--- src/rtl/sync_updown_count_n_if.sv ---
// Control and status bundle for the modulo-N up/down counter.
// The host side drives en/up_dn/load/d; the counter side returns q, qbar, tc and wrap.
interface sync_updown_count_n_if #(
  parameter int WIDTH = 4
);
  logic             en;
  logic             up_dn;
  logic             load;
  logic [WIDTH-1:0] d;
  logic [WIDTH-1:0] q;
  logic [WIDTH-1:0] qbar;
  logic             tc;
  logic             wrap;

  modport master (output en, up_dn, load, d, input q, qbar, tc, wrap);
  modport slave  (input en, up_dn, load, d, output q, qbar, tc, wrap);
endinterface

--- src/rtl/sync_updown_count_n.sv ---
// Synchronous modulo-MODULUS up/down counter with clamped parallel load,
// optional saturation, terminal-count flag and registered rollover pulse.
module sync_updown_count_n #(
  parameter int WIDTH    = 4,
  parameter int MODULUS  = 16,
  parameter bit SATURATE = 1'b0
) (
  input  logic                  clk,
  input  logic                  rst,
  sync_updown_count_n_if.slave  bus
);

  localparam logic [WIDTH-1:0] MAX = WIDTH'(MODULUS - 1);

  logic [WIDTH-1:0] q_r;
  logic             wrap_r;
  logic [WIDTH-1:0] load_val;
  logic             at_max;
  logic             at_min;

  // Clamp only exists when d can actually exceed the top of the range.
  generate
    if (64'(MODULUS) < (64'd1 << WIDTH)) begin : g_clamp
      always_comb load_val = (bus.d > MAX) ? MAX : bus.d;
    end else begin : g_full
      always_comb load_val = bus.d;
    end
  endgenerate

  assign at_max = (q_r == MAX);
  assign at_min = (q_r == '0);

  always_ff @(posedge clk or posedge rst) begin
    if (rst) begin
      q_r    <= '0;
      wrap_r <= 1'b0;
    end else if (bus.load) begin
      q_r    <= load_val;
      wrap_r <= 1'b0;
    end else if (bus.en) begin
      if (bus.up_dn) begin
        if (!at_max) begin
          q_r    <= q_r + 1'b1;
          wrap_r <= 1'b0;
        end else if (SATURATE) begin
          wrap_r <= 1'b0;
        end else begin
          q_r    <= '0;
          wrap_r <= 1'b1;
        end
      end else begin
        if (!at_min) begin
          q_r    <= q_r - 1'b1;
          wrap_r <= 1'b0;
        end else if (SATURATE) begin
          wrap_r <= 1'b0;
        end else begin
          q_r    <= MAX;
          wrap_r <= 1'b1;
        end
      end
    end else begin
      wrap_r <= 1'b0;
    end
  end

  assign bus.q    = q_r;
  assign bus.qbar = ~q_r;
  assign bus.wrap = wrap_r;
  // Terminal count deliberately ignores load.
  assign bus.tc   = bus.en & ((bus.up_dn & at_max) | (~bus.up_dn & at_min));

endmodule

--- src/flat_wrapper.sv ---
// flat-port wrapper written by rule: the top's interface ports become plain ports
module sync_updown_count_n_flat 
#(
  parameter int WIDTH    = 4,
  parameter int MODULUS  = 16,
  parameter bit SATURATE = 1'b0
)
  (clk, rst, bus_en, bus_up_dn, bus_load, bus_d, bus_q, bus_qbar, bus_tc, bus_wrap);
  sync_updown_count_n_if #(.WIDTH(WIDTH)) bus_i ();
  input  logic clk;
  input  logic rst;
  input wire logic [$bits(bus_i.en)-1:0] bus_en;
  input wire logic [$bits(bus_i.up_dn)-1:0] bus_up_dn;
  input wire logic [$bits(bus_i.load)-1:0] bus_load;
  input wire logic [$bits(bus_i.d)-1:0] bus_d;
  output wire logic [$bits(bus_i.q)-1:0] bus_q;
  output wire logic [$bits(bus_i.qbar)-1:0] bus_qbar;
  output wire logic [$bits(bus_i.tc)-1:0] bus_tc;
  output wire logic [$bits(bus_i.wrap)-1:0] bus_wrap;
  assign bus_i.en = bus_en;
  assign bus_i.up_dn = bus_up_dn;
  assign bus_i.load = bus_load;
  assign bus_i.d = bus_d;
  assign bus_q = bus_i.q;
  assign bus_qbar = bus_i.qbar;
  assign bus_tc = bus_i.tc;
  assign bus_wrap = bus_i.wrap;
  sync_updown_count_n #(.WIDTH(WIDTH), .MODULUS(MODULUS), .SATURATE(SATURATE)) u_core (.clk(clk), .rst(rst), .bus(bus_i));
endmodule
--- config.mk ---
export PLATFORM = sky130hd
export DESIGN_NAME = sync_updown_count_n_flat
export DESIGN_NICKNAME = d
export VERILOG_FILES = /design/src/rtl/sync_updown_count_n_if.sv /design/src/rtl/sync_updown_count_n.sv /design/src/flat_wrapper.sv
export SDC_FILE = /design/constraint.sdc
export NUM_CORES = 1
export LEC_CHECK = 0
export BUFFER_PORTS_ARGS = -buffer_cell sky130_fd_sc_hd__buf_4
export CORE_AREA = 2 2 39 41
export DETAILED_ROUTE_END_ITERATION = 6
export DIE_AREA = 0 0 41 43
export SYNTH_ARGS = -nofsm -noshare
export SYNTH_HDL_FRONTEND = slang
export SYNTH_SLANG_ARGS = --single-unit
--- constraint.sdc ---
create_clock -name clk -period 1.6 [get_ports clk]
set_input_delay 0.16 -clock clk [delete_from_list [all_inputs] [get_ports clk]]
set_output_delay 0.16 -clock clk [all_outputs]
set_load 0.01 [all_outputs]
# == Yosys cells after proc, flatten, opt, wreduce, memory -nomap -nowiden ==
# Index checks and enable logic that the tools add are counted.
# word_totals
wordCells,23
regBits,5
output_inout_bits,10
# op_classes
add_sub_neg,2
n_reduce_logical,2
bitwise_logic,6
n_eq_ne,1
muxes,10
# ops
cell,n
2-to-1 mux 4 bit,5
2-to-1 mux 1 bit,5
adder 4 x 1 -> 4 bit (second input constant),1
== test 4 bit (second input constant),1
zero test 4 bit,1
NOT 4 bit,1
subtractor 4 x 1 -> 4 bit (second input constant),1
AND 1 bit,3
nonzero test 2 bit,1
NOT 1 bit,1
OR 1 bit,1

# == Depth between registers and ports, before layout ==
# logic_depth
depth_word,5
depth_mapped,6
depth_no_buf,6

# == Worst setup path before layout ==
# OpenSTA, ideal clock, no wires.
# synth_path
path_type,reg-to-reg
from,"reg u_core.q_r[0], in the netlist u_core.bus.q[0]"
to,"reg u_core.wrap_r, in the netlist u_core.bus.wrap"
slack_ps,-118
setup_time_ps,74
synth_period_minus_slack_ps,1718
n_path_buf,0
path_stages_with_launch,7
arrival_ps,1644
cell_sequence,dfrtp_1 inv_1 ha_1 or3b_4 o21ai_0 and2_1 nor2b_1
# synth_via
elab_chain_len,5
elab_cells_between_ends,7
cone_classes,1 x eq/ne; 5 x mux; 1 x reduce/logical
# synth_rtl
element,line,source
"start, declared",sync_updown_count_n.sv:15,logic [WIDTH-1:0] q_r;
"start signal, assigned",sync_updown_count_n.sv:38,q_r <= load_val;
"start signal, assigned",sync_updown_count_n.sv:43,q_r <= q_r + 1'b1;
"start signal, assigned",sync_updown_count_n.sv:53,q_r <= q_r - 1'b1;
== test 4 bit / zero test 4 bit (equally long branches),"sync_updown_count_n.sv:30, sync_updown_count_n.sv:31",
2-to-1 mux 1 bit (on tied branches),"sync_updown_count_n.sv:42, sync_updown_count_n.sv:52",
2-to-1 mux 1 bit (*),sync_updown_count_n.sv:41,if (bus.up_dn) begin
2-to-1 mux 1 bit (*),sync_updown_count_n.sv:40,end else if (bus.en) begin
2-to-1 mux 1 bit (*),sync_updown_count_n.sv:37,end else if (bus.load) begin
"end signal, assigned",sync_updown_count_n.sv:36,wrap_r <= 1'b0;
"end signal, assigned",sync_updown_count_n.sv:39,wrap_r <= 1'b0;
"end signal, assigned",sync_updown_count_n.sv:44,wrap_r <= 1'b0;
"end, declared",sync_updown_count_n.sv:16,logic wrap_r;
# Mark *: on every way between the ends. The rest lies on a longest branch, timed or not.
# A chain may end at the register's enable or synchronous reset.

# == Worst setup path in the final report ==
# layout_path
from,"reg u_core.q_r[1], in the netlist u_core.bus.q[1]"
to,out bus_tc
# layout_via
elab_chain_len,4
elab_cells_between_ends,6
cone_classes,1 x eq/ne; 4 x bitwise; 1 x reduce/logical
# layout_rtl
element,line,source
== test 4 bit / zero test 4 bit (equally long branches),"sync_updown_count_n.sv:30, sync_updown_count_n.sv:31",
AND 1 bit,sync_updown_count_n.sv:71,assign bus.tc = bus.en & ((bus.up_dn & at_max) | (~bus.up_dn & at_min));
OR 1 bit (*),sync_updown_count_n.sv:71,
AND 1 bit (*),sync_updown_count_n.sv:71,
"end, declared",flat_wrapper.sv:18,output wire logic [$bits(bus_i.tc)-1:0] bus_tc;
# Marked as above.

==> out/results.ini <==
[run_status]
outcome = complete, but fails checks
violations = negative setup slack

[timing]
hold_viol_final = 0
worstMarginPinSlew_ns = 0.2868
period_minus_slack_ns = 1.730
post-route-period-util = 1.081
skew_ns = 0.007378
relSlewSlack = 0.8088
setup_tns_ns = -0.1360
timing.final.ws_setup_ns = -0.1301
slew_viol_final = 0
max_freq_mhz = 578.0
rsz0062_at_grt = yes
setup_viol = 2

[logic_synthesis]
synthXorXnorAreaFrac = 0.04487
ys_seq_area_frac = 0.3205
synthCells = 47
synth_top_area_cell = dfrtp_1
syn_avg_cell_area_um2 = 8.306
yosys.area_share.simple = 0.1891
synth_cell_types = 24
netlist_area_um2 = 390.4
synth_compound_area_frac = 0.2596
synth.area.top_cells = dfrtp_1 32%, ha_1 6.4%, o21ai_0 6.4%
synth.area.mux_share = 0.02564
synth_fa_ha_area_frac = 0.06410
synth_seq_cells = 5
synth.net_count = 58
ys_warn_count = 0
synth_top_family_by_area = compound AO/OA/AOI/OAI gates
synth_top_cell_area_share = 0.3205

[route]
firstDrtPassIters = 4
drtIter0Drc = 11
drtAntennaViolNets = 0
wl_per_cell_um = 11.45
vias = 432
vias_per_cell = 4.696
route.detailed.drc = 0
wl_um = 1053

[die]
fp-row-count = 14
initial_utilization = 0.2821
dieHeight_um = 43
num_io_pins = 19
design.die.area_mm2 = 0.001763
die_w_um = 41
coreArea_mm2 = 0.001384

[clock_tree]
cts.clk_slew.worst_paths_ns = 0.05
insertion_delay_ns = 0.25
clock_sinks = 5
clock_path_buffers = 2
cts_made_buffers = 3
htreeDepth = 1
cts_tree = yes
cts-root-buf = clkbuf_4

[layout]
diodes = 0
final_common_cell = buf_4
seq_area_um2 = 126.4
drive_above_1_share = 0.5395
synthToLayoutAreaGrowth_pct = 69.23
final_net_count = 88
final_cell_area_um2 = 660.6
fill_cells = 145
multi_input_area_um2 = 254.0

[placed_design]
place_ws_ns = 0.05626
dp_hpwl_um = 791.2
io_buffers = 18
gp_congestion = 0.7864
detailed_place.area_um2 = 569.3

[worst_setup_path]
cp.arrival_ns = 1.57
critPathMaxStageDelay_ns = 0.39
crit_chain = inv_2 > ha_4 > or3b_4 > o21ai_2 > and2_4 > buf_6
cp_max_fo = 2
crit_buf_inv = 2
worstSetupStartpointType = register
crit_family = simple AND/OR/NAND/NOR gates
r2r_slack_ns = -0.01
path_class = register to primary output
crit_required_ns = 1.44
cp-end-kind = primary output
worst_path_max_delay_cell = dfrtp_1

[global_route]
grt_pass1_vias = 372
grt_max_degree = 11
grt_first_pass_wirelength_um = 1607
grt_remaining_overflow = 0
antenna_found_initial = 0
grtUsageTotal = 0.1396

[min_path]
min_path_type = input pin to register

[pwr]
power.leakage_nw = 0.3191
powerDensity_mw_per_mm2 = 834.1
peakVddDrop_mv = 0.3829

[run]
drv_cap = 0

-- power by group --
part / internal [mW] / switching (mW) / total [mW] / leakage, nW
clock: 0.0949 / 0.0606 / 0.156 / 0.0150
sequential: 0.141 / 0.0157 / 0.156 / 0.0612
combinational: 0.129 / 0.110 / 0.239 / 0.243
-- final cells by class --
class,count,area share
Clock buffer,4,0.03977
Inverter,6,0.03788
Multi-Input combinational cell,34,0.3845
Sequential cell,5,0.1913
Tap cell,16,0.03030
Timing Repair Buffer,27,0.3163
-- synth_stat cells --
cell type,number
nor2_1,3
and2_1,1
mux2i_1,1
inv_1,6
a31o_2,1
xor2_1,1
buf_6,1
buf_1,1
dfrtp_1,5
o311a_1,1
a31oi_1,1
a21oi_1,4
nand2b_1,1
nor2b_1,1
or3b_4,1
nand4_1,2
nand2_1,4
o21ai_2,1
nor3_1,1
o21ai_0,5
ha_1,2
a221oi_2,1
xnor2_1,1
o31ai_1,1
-- stage by stage --
| stage | utilization | power (mW) | hold slack (ns) | instances |
|---|---|---|---|---|
| global route | 0.4774 | 0.5870 | 0.1208 | 92 |
| finish | 0.4774 | 0.5511 | 0.1094 | 92 |
| global placement | 0.4114 | 0.3655 | 0.09468 | 82 |
| CTS | 0.4675 | 0.5542 | 0.1009 | 92 |
| floorplan | - | 0.2768 | -0.06155 | 47 |
| detailed placement | 0.4114 | 0.3676 | 0.1016 | 82 |
-- worst paths after layout --
kind | to | startpoint | cells past startpoint
worst max register to register | u_core.bus.q[0] | u_core.bus.q[1] | 7
worst max-delay path | bus_tc | u_core.bus.q[1] | 6
worst min-delay path | u_core.bus.q[2] | bus_d[2] | 3
worst min register to register | u_core.bus.q[2] | u_core.bus.q[2] | 3
min in group asynchronous | u_core.bus.q[2] | rst | 3
max in group asynchronous | u_core.bus.q[0] | rst | 3
-- layer usage --
layer  GRT usage  share of wire  routed length, µm  vias to the layer above
met5           0              0                  0                        -
met4      0.1000          0.010                 11                        0
met3     0.03141          0.055                 58                        2
met2      0.2094           0.50                524                       13
met1      0.1640           0.43                458                      192
li1            -              -                  -                      225
-- state kept, by name (all words and copies together) (netlist names) --
signal           cells
u_core.bus.wrap      1
u_core.bus.q         4
-- logic make-up (layout without fill, tap and decap cells) --
family	Yosys count	after routing
xor+xnor	2	2
buf+inv	8	37
fa+ha+maj	2	2
mux	1	1
flops	5	5
simple gates	14	14
compound gates	15	15
-- worst register-to-register path, delay by kind of cell, from the launching register on --
family | cells | cell delay (ns)
adders and majority gates | 1 | 0.13
AOI/OAI and AO/OA | 3 | 0.42
DFF | 1 | 0.39
buffers and inverters | 2 | 0.23
and+or+nand+nor | 1 | 0.37
-- timing repair --
item / CTS / global route
gates resized for setup: 2 / 4
setup endpoints to repair: 1 / 3
hold endpoints to repair: 5 / 0
buffers inserted: 5 / 0
hold buffers: 1 / 0
pin swaps: 4 / 3
Note: power is estimated with default switching activity, not from simulation.
